==> src/rtl/vendas_pkg.sv <==
// Shared types and helpers for the vending-machine actuator controller.
//   estado_e : dispenser FSM states
//   CreditW  : width of credit / change counts (unit coins)
//   PriceW   : width of product price (unit coins)
//   max3     : largest of three cycle counts, used to size the shared timer
//   sub_sat  : unsigned subtract that clamps at zero instead of wrapping
package vendas_pkg;

  localparam int unsigned CreditW = 4;
  localparam int unsigned PriceW  = 3;

  typedef enum logic [2:0] {
    OCIOSO,
    MOTOR,
    ESPERA_PROD,
    EJETA,
    ESPERA_MOEDA,
    FIM,
    FALHA
  } estado_e;

  function automatic int unsigned max3(input int unsigned a, input int unsigned b,
                                       input int unsigned c);
    int unsigned m;
    m = (a > b) ? a : b;
    return (m > c) ? m : c;
  endfunction

  // One extra bit catches the borrow; a borrow means the result would be negative.
  function automatic logic [CreditW-1:0] sub_sat(input logic [CreditW-1:0] a,
                                                 input logic [CreditW-1:0] b);
    logic [CreditW:0] diff;
    diff = {1'b0, a} - {1'b0, b};
    return diff[CreditW] ? '0 : diff[CreditW-1:0];
  endfunction

endpackage

==> src/rtl/dispensador_if.sv <==
// Bundle of the dispenser's decision, sensor and actuator signals.
//   master : upstream logic / sensors (drives LP, DM, values, sensors)
//   slave  : dispenser (drives motor, ejetar, ocupado, concluido, falha, restante)
interface dispensador_if;
  import vendas_pkg::*;

  logic               LP;
  logic               DM;
  logic [CreditW-1:0] valorMoedas;
  logic [PriceW-1:0]  valorProduto;
  logic               produto_caiu;
  logic               moeda_saiu;
  logic               motor;
  logic               ejetar;
  logic               ocupado;
  logic               concluido;
  logic               falha;
  logic [CreditW-1:0] restante;

  modport master (
    output LP, DM, valorMoedas, valorProduto, produto_caiu, moeda_saiu,
    input  motor, ejetar, ocupado, concluido, falha, restante
  );

  modport slave (
    input  LP, DM, valorMoedas, valorProduto, produto_caiu, moeda_saiu,
    output motor, ejetar, ocupado, concluido, falha, restante
  );

endinterface

==> src/rtl/temporizador_ciclos.sv <==
// Loadable down-counter that stops at zero.
//   clk, reset : clock, asynchronous active-high reset
//   load_i     : load valor_i this cycle (has priority over counting)
//   valor_i    : value to load; done_o rises valor_i cycles after the load
//   done_o     : counter is at zero
module temporizador_ciclos #(
  parameter int unsigned Width = 8
) (
  input  logic             clk,
  input  logic             reset,
  input  logic             load_i,
  input  logic [Width-1:0] valor_i,
  output logic             done_o
);

  logic [Width-1:0] cnt_q, cnt_d;

  always_comb begin
    cnt_d = cnt_q;
    if (load_i) begin
      cnt_d = valor_i;
    end else if (cnt_q != '0) begin
      cnt_d = cnt_q - Width'(1);
    end
  end

  always_ff @(posedge clk or posedge reset) begin
    if (reset) begin
      cnt_q <= '0;
    end else begin
      cnt_q <= cnt_d;
    end
  end

  assign done_o = (cnt_q == '0);

endmodule

==> src/rtl/dispensador.sv <==
// Product / change dispenser controller.
//   clk, reset : clock, asynchronous active-high reset
//   disp_io    : slave side of dispensador_if
//     LP / DM             release product / refund, acted on rising edge in OCIOSO
//     valorMoedas         credit in unit coins; valorProduto price in unit coins
//     produto_caiu        product drop sensor, sampled only in ESPERA_PROD
//     moeda_saiu          coin exit sensor, sampled only in ESPERA_MOEDA
//     motor / ejetar      timed drive pulses
//     ocupado             state is not OCIOSO
//     concluido           one-cycle pulse on clean completion
//     falha               sticky sensor-timeout fault
//     restante            coins still to eject
module dispensador
  import vendas_pkg::*;
#(
  parameter int unsigned MOTOR_CICLOS   = 25_000_000,
  parameter int unsigned EJETAR_CICLOS  = 5_000_000,
  parameter int unsigned TIMEOUT_CICLOS = 50_000_000
) (
  input logic          clk,
  input logic          reset,
  dispensador_if.slave disp_io
);

  localparam int unsigned MaxCiclos = max3(MOTOR_CICLOS, EJETAR_CICLOS, TIMEOUT_CICLOS);
  // Timer holds at most MaxCiclos-1.
  localparam int unsigned CntW = (MaxCiclos > 1) ? $clog2(MaxCiclos) : 1;

  localparam logic [CntW-1:0] MotorCarga   = CntW'(MOTOR_CICLOS - 1);
  localparam logic [CntW-1:0] EjetarCarga  = CntW'(EJETAR_CICLOS - 1);
  localparam logic [CntW-1:0] TimeoutCarga = CntW'(TIMEOUT_CICLOS - 1);

  estado_e            state_q, state_d;
  logic [CreditW-1:0] restante_q, restante_d;
  logic               lp_prev_q, dm_prev_q;
  logic               armed_q;
  logic               motor_q, ejetar_q, ocupado_q, concluido_q, falha_q;

  logic               lp_edge, dm_edge;
  logic               timer_load, timer_done;
  logic [CntW-1:0]    timer_valor;

  // The previous-value registers clear to 0 on reset, so they only become meaningful after
  // one sample; armed_q masks that first cycle so a level held through reset is not an edge.
  assign lp_edge = armed_q & disp_io.LP & ~lp_prev_q;
  assign dm_edge = armed_q & disp_io.DM & ~dm_prev_q;

  always_comb begin
    state_d    = state_q;
    restante_d = restante_q;
    unique case (state_q)
      OCIOSO: begin
        // Refund has priority over a simultaneous release.
        if (dm_edge) begin
          restante_d = disp_io.valorMoedas;
          state_d    = (disp_io.valorMoedas == '0) ? FIM : EJETA;
        end else if (lp_edge) begin
          restante_d = sub_sat(disp_io.valorMoedas, CreditW'(disp_io.valorProduto));
          state_d    = MOTOR;
        end
      end
      MOTOR: begin
        if (timer_done) state_d = ESPERA_PROD;
      end
      ESPERA_PROD: begin
        // Sensor beats a timeout in the same cycle.
        if (disp_io.produto_caiu) begin
          state_d = (restante_q != '0) ? EJETA : FIM;
        end else if (timer_done) begin
          state_d = FALHA;
        end
      end
      EJETA: begin
        if (timer_done) state_d = ESPERA_MOEDA;
      end
      ESPERA_MOEDA: begin
        if (disp_io.moeda_saiu) begin
          restante_d = sub_sat(restante_q, CreditW'(1));
          state_d    = (restante_d != '0) ? EJETA : FIM;
        end else if (timer_done) begin
          state_d = FALHA;
        end
      end
      FIM:     state_d = OCIOSO;
      FALHA:   state_d = FALHA;
      default: state_d = OCIOSO;
    endcase
  end

  // Pulses and waits never overlap, so one timer serves both; reload on every state entry.
  always_comb begin
    timer_load = (state_d != state_q);
    unique case (state_d)
      MOTOR:                     timer_valor = MotorCarga;
      EJETA:                     timer_valor = EjetarCarga;
      ESPERA_PROD, ESPERA_MOEDA: timer_valor = TimeoutCarga;
      default:                   timer_valor = '0;
    endcase
  end

  temporizador_ciclos #(
    .Width (CntW)
  ) u_temporizador (
    .clk     (clk),
    .reset   (reset),
    .load_i  (timer_load),
    .valor_i (timer_valor),
    .done_o  (timer_done)
  );

  always_ff @(posedge clk or posedge reset) begin
    if (reset) begin
      state_q     <= OCIOSO;
      restante_q  <= '0;
      lp_prev_q   <= 1'b0;
      dm_prev_q   <= 1'b0;
      armed_q     <= 1'b0;
      motor_q     <= 1'b0;
      ejetar_q    <= 1'b0;
      ocupado_q   <= 1'b0;
      concluido_q <= 1'b0;
      falha_q     <= 1'b0;
    end else begin
      state_q     <= state_d;
      restante_q  <= restante_d;
      lp_prev_q   <= disp_io.LP;
      dm_prev_q   <= disp_io.DM;
      armed_q     <= 1'b1;
      // Outputs decoded from the next state so they change together with state_q.
      motor_q     <= (state_d == MOTOR);
      ejetar_q    <= (state_d == EJETA);
      ocupado_q   <= (state_d != OCIOSO);
      concluido_q <= (state_d == FIM);
      falha_q     <= (state_d == FALHA);
    end
  end

  assign disp_io.motor     = motor_q;
  assign disp_io.ejetar    = ejetar_q;
  assign disp_io.ocupado   = ocupado_q;
  assign disp_io.concluido = concluido_q;
  assign disp_io.falha     = falha_q;
  assign disp_io.restante  = restante_q;

endmodule
==> src/flat_wrapper.sv <==
// flat-port wrapper written by rule: the top's interface ports become plain ports
module dispensador_flat import vendas_pkg::*;
#(
  parameter int unsigned MOTOR_CICLOS   = 25_000_000,
  parameter int unsigned EJETAR_CICLOS  = 5_000_000,
  parameter int unsigned TIMEOUT_CICLOS = 50_000_000
)
  (clk, reset, disp_io_LP, disp_io_DM, disp_io_valorMoedas, disp_io_valorProduto, disp_io_produto_caiu, disp_io_moeda_saiu, disp_io_motor, disp_io_ejetar, disp_io_ocupado, disp_io_concluido, disp_io_falha, disp_io_restante);
  dispensador_if disp_io_i ();
  input logic clk;
  input logic reset;
  input wire logic [$bits(disp_io_i.LP)-1:0] disp_io_LP;
  input wire logic [$bits(disp_io_i.DM)-1:0] disp_io_DM;
  input wire logic [$bits(disp_io_i.valorMoedas)-1:0] disp_io_valorMoedas;
  input wire logic [$bits(disp_io_i.valorProduto)-1:0] disp_io_valorProduto;
  input wire logic [$bits(disp_io_i.produto_caiu)-1:0] disp_io_produto_caiu;
  input wire logic [$bits(disp_io_i.moeda_saiu)-1:0] disp_io_moeda_saiu;
  output wire logic [$bits(disp_io_i.motor)-1:0] disp_io_motor;
  output wire logic [$bits(disp_io_i.ejetar)-1:0] disp_io_ejetar;
  output wire logic [$bits(disp_io_i.ocupado)-1:0] disp_io_ocupado;
  output wire logic [$bits(disp_io_i.concluido)-1:0] disp_io_concluido;
  output wire logic [$bits(disp_io_i.falha)-1:0] disp_io_falha;
  output wire logic [$bits(disp_io_i.restante)-1:0] disp_io_restante;
  assign disp_io_i.LP = disp_io_LP;
  assign disp_io_i.DM = disp_io_DM;
  assign disp_io_i.valorMoedas = disp_io_valorMoedas;
  assign disp_io_i.valorProduto = disp_io_valorProduto;
  assign disp_io_i.produto_caiu = disp_io_produto_caiu;
  assign disp_io_i.moeda_saiu = disp_io_moeda_saiu;
  assign disp_io_motor = disp_io_i.motor;
  assign disp_io_ejetar = disp_io_i.ejetar;
  assign disp_io_ocupado = disp_io_i.ocupado;
  assign disp_io_concluido = disp_io_i.concluido;
  assign disp_io_falha = disp_io_i.falha;
  assign disp_io_restante = disp_io_i.restante;
  dispensador #(.MOTOR_CICLOS(MOTOR_CICLOS), .EJETAR_CICLOS(EJETAR_CICLOS), .TIMEOUT_CICLOS(TIMEOUT_CICLOS)) u_core (.clk(clk), .reset(reset), .disp_io(disp_io_i));
endmodule
==> config.mk <==
export PLATFORM = sky130hd
export DESIGN_NAME = dispensador_flat
export DESIGN_NICKNAME = d
export VERILOG_FILES = /design/src/rtl/vendas_pkg.sv /design/src/rtl/dispensador_if.sv /design/src/rtl/temporizador_ciclos.sv /design/src/rtl/dispensador.sv /design/src/flat_wrapper.sv
export SDC_FILE = /design/constraint.sdc
export NUM_CORES = 1
export LEC_CHECK = 0
export CAP_MARGIN = 15
export CORE_MARGIN = 10
export CORE_UTILIZATION = 40
export CTS_CLUSTER_DIAMETER = 80
export DETAILED_ROUTE_END_ITERATION = 12
export GPL_ROUTABILITY_DRIVEN = 0
export HOLD_SLACK_MARGIN = 0.12
export PLACE_DENSITY_LB_ADDON = 0.1
export SYNTH_ARGS = -nofsm -noshare
export SYNTH_HDL_FRONTEND = slang
export SYNTH_SLANG_ARGS = --single-unit
==> constraint.sdc <==
create_clock -name clk -period 2.4 [get_ports clk]
set_input_delay 0.24 -clock clk [delete_from_list [all_inputs] [get_ports clk]]
set_output_delay 0.24 -clock clk [all_outputs]
set_load 0.02 [all_outputs]
==> impl_metrics.env, run 1 <==
export IMPL_dr_pass1_iters=4
export IMPL_routed_wirelength_um=6800
export IMPL_areaGrowthSynthToFinish_pct=39.4
export IMPL_crit_chain="nor4_4 -> nand4bb_4 -> nor3_4 -> mux2i_4 -> buf_6 -> and2_4 -> inv_2 -> and3_4 -> o21bai_1"
export IMPL_hold_violations=0
export IMPL_synth_top_area_share_pct=39.7
export IMPL_cpMaxStageDelayCell="dfrtp_1"
export IMPL_fmax_mhz=411
export IMPL_core_mm2=0.00631
export IMPL_violations="setup timing"
export IMPL_final_area_mm2=0.00361
export IMPL_initial_core_util_pct=41.0
export IMPL_fin_crit_sh_pct=101
export IMPL_synthArstFlopShare_pct=100
export IMPL_syn_mean_instance_area_um2=9.58
export IMPL_vdd_ir_drop_worst_v=0.000765
export IMPL_p_leak_nw=1.43
export IMPL_syn_inst=270
export IMPL_n_fill_cell=591
export IMPL_synth_cell_area_mm2=0.00259
export IMPL_cp_max_fo=4
export IMPL_cts_tree="yes"
export IMPL_dieArea_mm2=0.0101
export IMPL_synth_edff_count=0
export IMPL_slew_headroom_pct=41.5
export IMPL_final_util_pct=57.1
export IMPL_dp_hpwl_um=5120
export IMPL_insertion_delay_ns=0.30
export IMPL_cts_sinks=41
export IMPL_period_needed_ns=2.43
export IMPL_track_usage_pct=13.9
export IMPL_crit_type="flop to flop"
export IMPL_grt_setup_unrepaired="yes"
export IMPL_clk_pin_slew_ns=0.09
export IMPL_htreeDepth=2
export IMPL_die_height_um=100
export IMPL_grt_pass1_wl_um=11400
export IMPL_arrival_ns=2.62
export IMPL_slew_violations=0
export IMPL_clock_path_buffers=2
export IMPL_hold_path_class="input pin to asynchronous set/reset pin"
export IMPL_synthesis_nets=289
export IMPL_cp_end_kind="flop"
export IMPL_grt_pass1_vias=2343
export IMPL_overflow=0
export IMPL_io_pins=22
export IMPL_crit_required_ns=2.59
export IMPL_hold_buffers=0
export IMPL_clock_root_buffer="clkbuf_8"
export IMPL_grt_max_degree=25
export IMPL_place_area_mm2=0.00329
export IMPL_ant_nets=0
export IMPL_fp_dieW_um=100
export IMPL_wl_per_cell_um=15.8
export IMPL_drive_gt1_share_pct=30.2
export IMPL_cts_inserted_buffers=5
export IMPL_ys_warn_count=0
export IMPL_largest_reg_flops=26
export IMPL_insertedDiodeCount=0
export IMPL_drc=0
export IMPL_final_net_count=372
export IMPL_cp_start_kind="flop"
export IMPL_seq_area_frac_synth_pct=39.7
export IMPL_setup_violations=11
export IMPL_ys_seq_elements=41
export IMPL_maxCapViolCount=0
export IMPL_via_per_inst=5.29
export IMPL_finalClockSkew_ns=0.00979
export IMPL_synth_commonest_cells="dfrtp_1, o21ai_0, nand2_1, nor2_1, xnor2_1"
export IMPL_synth_top_area_cell="dfrtp_1"
export IMPL_path_delay_family="simple AND/OR/NAND/NOR gates"
export IMPL_status="finished, violations left"
export IMPL_synthTopCellsByArea="dfrtp_1, xnor2_1, o21ai_0"
export IMPL_synth_ff_type="dfrtp_1"
export IMPL_worstPathBufferInverterCount=2
export IMPL_worst_slew_pin_transition_ns=0.872
export IMPL_largest_register="u_core.u_temporizador.cnt_q"
export IMPL_synth_most_common_cell="dfrtp_1"
export IMPL_slowest_delay_ns=0.42
export IMPL_drt_initial_drc_count=59
export IMPL_synthDistinctLibCells=57
export IMPL_rows=29
export IMPL_route_vias_total=2280
export IMPL_io_buffers=21
export IMPL_setup_ws_ns=-0.0327
export IMPL_antenna_found_initial=0
export IMPL_pwr_density_cell_mw_per_mm2=1090
## power by group
part | internal, W | switching [W] | total, W
Clock | 0.000312 | 0.000269 | 0.000581
Sequential | 0.000956 | 0.000305 | 0.00126
Combinational | 0.00110 | 0.000992 | 0.00209
Total | 0.00237 | 0.00157 | 0.00394
## path summary, 6_finish.rpt
path	start	endpoint	slack, ns	cells past startpoint
worst max-delay path	u_core.u_temporizador.cnt_q[19]	u_core.u_temporizador.cnt_q[8]	-0.03	9
worst min-delay path	reset	u_core.u_temporizador.cnt_q[9]	0.32	2
worst max register to register	u_core.u_temporizador.cnt_q[19]	u_core.u_temporizador.cnt_q[8]	-0.03	9
worst min register to register	u_core.disp_io.restante[0]	u_core.disp_io.restante[0]	0.57	2
max in group asynchronous	reset	u_core.u_temporizador.cnt_q[15]	1.47	3
min in group clk	disp_io_LP	u_core.lp_prev_q	0.40	1
## layout make-up
cell class / instances / area, um^2 / share of cell area, %
clock inverters: 3 / 46.3 / 1.28
inverters: 16 / 60.1 / 1.67
repair buffers: 82 / 703 / 19.5
clock buffers: 5 / 68.8 / 1.91
well taps: 77 / 96.3 / 2.67
flip-flops and latches: 41 / 1030 / 28.5
multi-input cells: 207 / 1600 / 44.4
## cells by family (layout without fill, tap and decap cells)
kind of cell | after synthesis | count (layout) | share of synthesized area (%)
AND/OR/NAND/NOR | 101 | 101 | 25.0
adder cells (fa/ha/maj) | 6 | 6 | 3.19
other | 1 | 1 | 0.145
multiplexers | 2 | 2 | 0.822
XOR/XNOR | 25 | 25 | 8.46
flip-flops | 41 | 41 | 39.7
buffers and inverters | 22 | 106 | 3.29
AO/OA/AOI/OAI | 72 | 72 | 19.4
## worst reg2reg max path: stages (launching register included)
cell	delay, ns
dfrtp_1	0.42
nor4_4	0.36
nand4bb_4	0.23
nor3_4	0.32
mux2i_4	0.35
buf_6	0.15
and2_4	0.14
inv_2	0.04
and3_4	0.17
o21bai_1	0.15
## metrics by stage
| step | total power, W | hold WS [ns] | cells | setup TNS (ns) | worst slack, ns |
|---|---|---|---|---|---|
| 2_1_floorplan | 0.00222 | 0.271 | 270 | 0 | 0.0224 |
| 3_3_place_gp | 0.00302 | 0.561 | 416 | -0.689 | -0.0695 |
| 3_5_place_dp | 0.00304 | 0.560 | 416 | -1.35 | -0.0955 |
| 4_1_cts | 0.00372 | 0.341 | 426 | -0.00541 | -0.00468 |
| 5_1_grt | 0.00421 | 0.378 | 431 | -3.95 | -0.193 |
| 6_report | 0.00394 | 0.317 | 431 | -0.169 | -0.0327 |
## layer usage
layer | track usage, % | up-vias | wire length, um
met5 | 0 | - | 0
met1 | 16.9 | 1096 | 3020
met3 | 3.23 | 7 | 238
met2 | 23.5 | 39 | 3460
li1 | - | 1138 | -
met4 | 4.57 | 0 | 86
## what timing repair did
action | in CTS | in global routing
setup endpoints to repair | 23 | 29
hold endpoints to repair | 0 | 0
setup buffers | 2 | 6
resized for setup | 14 | 23
pin swaps | 4 | 9
cloned | 0 | 0
## layout by cell type (no fill, tap or decap), types with 10 or more instances in the layout
master           count
buf_4               54
nand2_1             22
o21ai_1             10
dfrtp_1             39
clkdlybuf4s50_1     21
o21ai_0             22
nor3_1              13
xnor2_1             19
inv_1               13
nor2_1              19
Power figures use the tool's default switching activity.
==> run 2: changes to the inputs <==
- SKIP_CTS_REPAIR_TIMING: unset -> 1
==> impl_metrics.env, run 2 (synthesized netlist as in run 1, its figures left out) <==
export IMPL_finalClockSkew_ns=0.00939
export IMPL_drt_initial_drc_count=79
export IMPL_dr_pass1_iters=4
export IMPL_final_net_count=377
export IMPL_maxCapViolCount=0
export IMPL_violations="setup timing"
export IMPL_wl_per_cell_um=16.0
export IMPL_routed_wirelength_um=6970
export IMPL_worst_slew_pin_transition_ns=0.872
export IMPL_drive_gt1_share_pct=31.5
export IMPL_slew_violations=0
export IMPL_clock_path_buffers=2
export IMPL_route_vias_total=2327
export IMPL_die_height_um=100
export IMPL_insertion_delay_ns=0.30
export IMPL_dieArea_mm2=0.0101
export IMPL_ant_nets=0
export IMPL_cp_end_kind="flop"
export IMPL_rrSetupSlack_ns=-0.04
export IMPL_cp_start_kind="flop"
export IMPL_grt_max_degree=25
export IMPL_grt_setup_unrepaired="yes"
export IMPL_place_area_mm2=0.00329
export IMPL_final_cell_mix="buf_4, dfrtp_1, nand2_1, clkdlybuf4s50_1"
export IMPL_clk_pin_slew_ns=0.09
export IMPL_cts_tree="yes"
export IMPL_track_usage_pct=13.8
export IMPL_clock_root_buffer="clkbuf_8"
export IMPL_crit_type="flop to flop"
export IMPL_grt_pass1_wl_um=11300
export IMPL_cts_sinks=41
export IMPL_rows=29
export IMPL_cp_max_fo=8
export IMPL_slowest_delay_ns=0.40
export IMPL_whs_ns=0.319
export IMPL_r2r_end="u_core.u_temporizador.cnt_q[22]"
export IMPL_insertedDiodeCount=0
export IMPL_io_buffers=21
export IMPL_largest_reg_flops=26
export IMPL_rr_startpoint="u_core.u_temporizador.cnt_q[1]"
export IMPL_largest_register="u_core.u_temporizador.cnt_q"
export IMPL_htreeDepth=2
export IMPL_final_area_mm2=0.00365
export IMPL_period_needed_ns=2.44
export IMPL_via_per_inst=5.34
export IMPL_grt_pass1_vias=2331
export IMPL_setup_ws_ns=-0.0367
export IMPL_overflow=0
export IMPL_dp_hpwl_um=5120
export IMPL_status="finished, violations left"
export IMPL_pwr_density_cell_mw_per_mm2=1070
export IMPL_fp_dieW_um=100
export IMPL_antenna_found_initial=0
export IMPL_slew_headroom_pct=41.5
export IMPL_hold_path_class="input pin to asynchronous set/reset pin"
export IMPL_cts_inserted_buffers=5
export IMPL_vdd_ir_drop_worst_v=0.000784
export IMPL_hold_violations=0
export IMPL_crit_required_ns=2.58
export IMPL_setup_violations=11
export IMPL_io_pins=22
export IMPL_cpMaxStageDelayCell="dfrtp_1"
export IMPL_core_mm2=0.00631
export IMPL_drc=0
export IMPL_arrival_ns=2.62
export IMPL_crit_chain="inv_1 -> ha_2 -> nor3b_4 -> nand4_1 -> nor3_4 -> mux2i_4 -> a31oi_2 -> o21ai_2 -> buf_6 -> o21ai_0"
export IMPL_fmax_mhz=410
export IMPL_reg2regPathDepth=10
export IMPL_fin_crit_sh_pct=102
export IMPL_areaGrowthSynthToFinish_pct=41.2
export IMPL_initial_core_util_pct=41.0
export IMPL_final_common_cell="buf_4"
export IMPL_p_leak_nw=1.46
run 2: changes by cell type in the layout (fill, tap and decap cells not counted), sizes merged:
| cell | change |
|---|---|
| buf | +4 |
| clkbuf | +1 |
run 2: layout make-up:
cell class              instances  area, um^2
fillers                       591        2660
multi-input cells             207        1600
flip-flops and latches         41        1030
repair buffers                 87         753
well taps                      77        96.3
clock buffers                   5        68.8
inverters                      16        60.1
clock inverters                 3        46.3
run 2: worst max-delay path by stage:
stage,from,end,slack [ns],cells after the start
2_1_floorplan,u_core.u_temporizador.cnt_q[0],u_core.u_temporizador.cnt_q[8],0.02,10
3_3_place_gp,disp_io_valorMoedas[0],u_core.u_temporizador.cnt_q[1],-0.07,10
3_5_place_dp,disp_io_valorMoedas[0],u_core.u_temporizador.cnt_q[22],-0.1,10
4_1_cts,u_core.u_temporizador.cnt_q[0],u_core.u_temporizador.cnt_q[22],-0.12,11
5_1_grt,u_core.u_temporizador.cnt_q[1],u_core.u_temporizador.cnt_q[20],-0.23,9
6_report,u_core.u_temporizador.cnt_q[1],u_core.u_temporizador.cnt_q[22],-0.04,10
run 2: routing by layer:
layer | vias to the layer above | global-route usage, % | part of all wire (%)
li1 | 1147 | - | -
met5 | - | 0 | 0
met2 | 37 | 23.6 | 52
met4 | 0 | 3.80 | 1.1
met3 | 7 | 3.23 | 3.3
met1 | 1136 | 16.7 | 44
run 2: power breakdown:
group | internal (W) | switching [W] | leakage (nW)
logic | 0.00108 | 0.000965 | 0.918
registers | 0.000953 | 0.000315 | 0.484
clock network | 0.000312 | 0.000271 | 0.0543
total | 0.00234 | 0.00155 | 1.46
run 2: worst max-delay path, delay by kind of cell (launching register included):
kind                     cells  cell delay [ns]
buffers and inverters        2             0.24
multiplexers                 1             0.38
adder cells (fa/ha/maj)      1             0.20
AND/OR/NAND/NOR              3             0.69
flip-flops                   1             0.40
AO/OA/AOI/OAI                3             0.41
run 2: stage by stage:
stage                     cells  power [W]  TNS (ns)  setup slack, ns  util, %
after global placement      416    0.00302    -0.689          -0.0695     52.1
final                       436    0.00389    -0.162          -0.0367     57.8
after CTS                   424    0.00364     -2.00           -0.121     53.9
after floorplan             270    0.00222         0           0.0224        -
after global routing        436    0.00416     -4.05           -0.231     57.8
after detailed placement    416    0.00304     -1.35          -0.0955     52.1
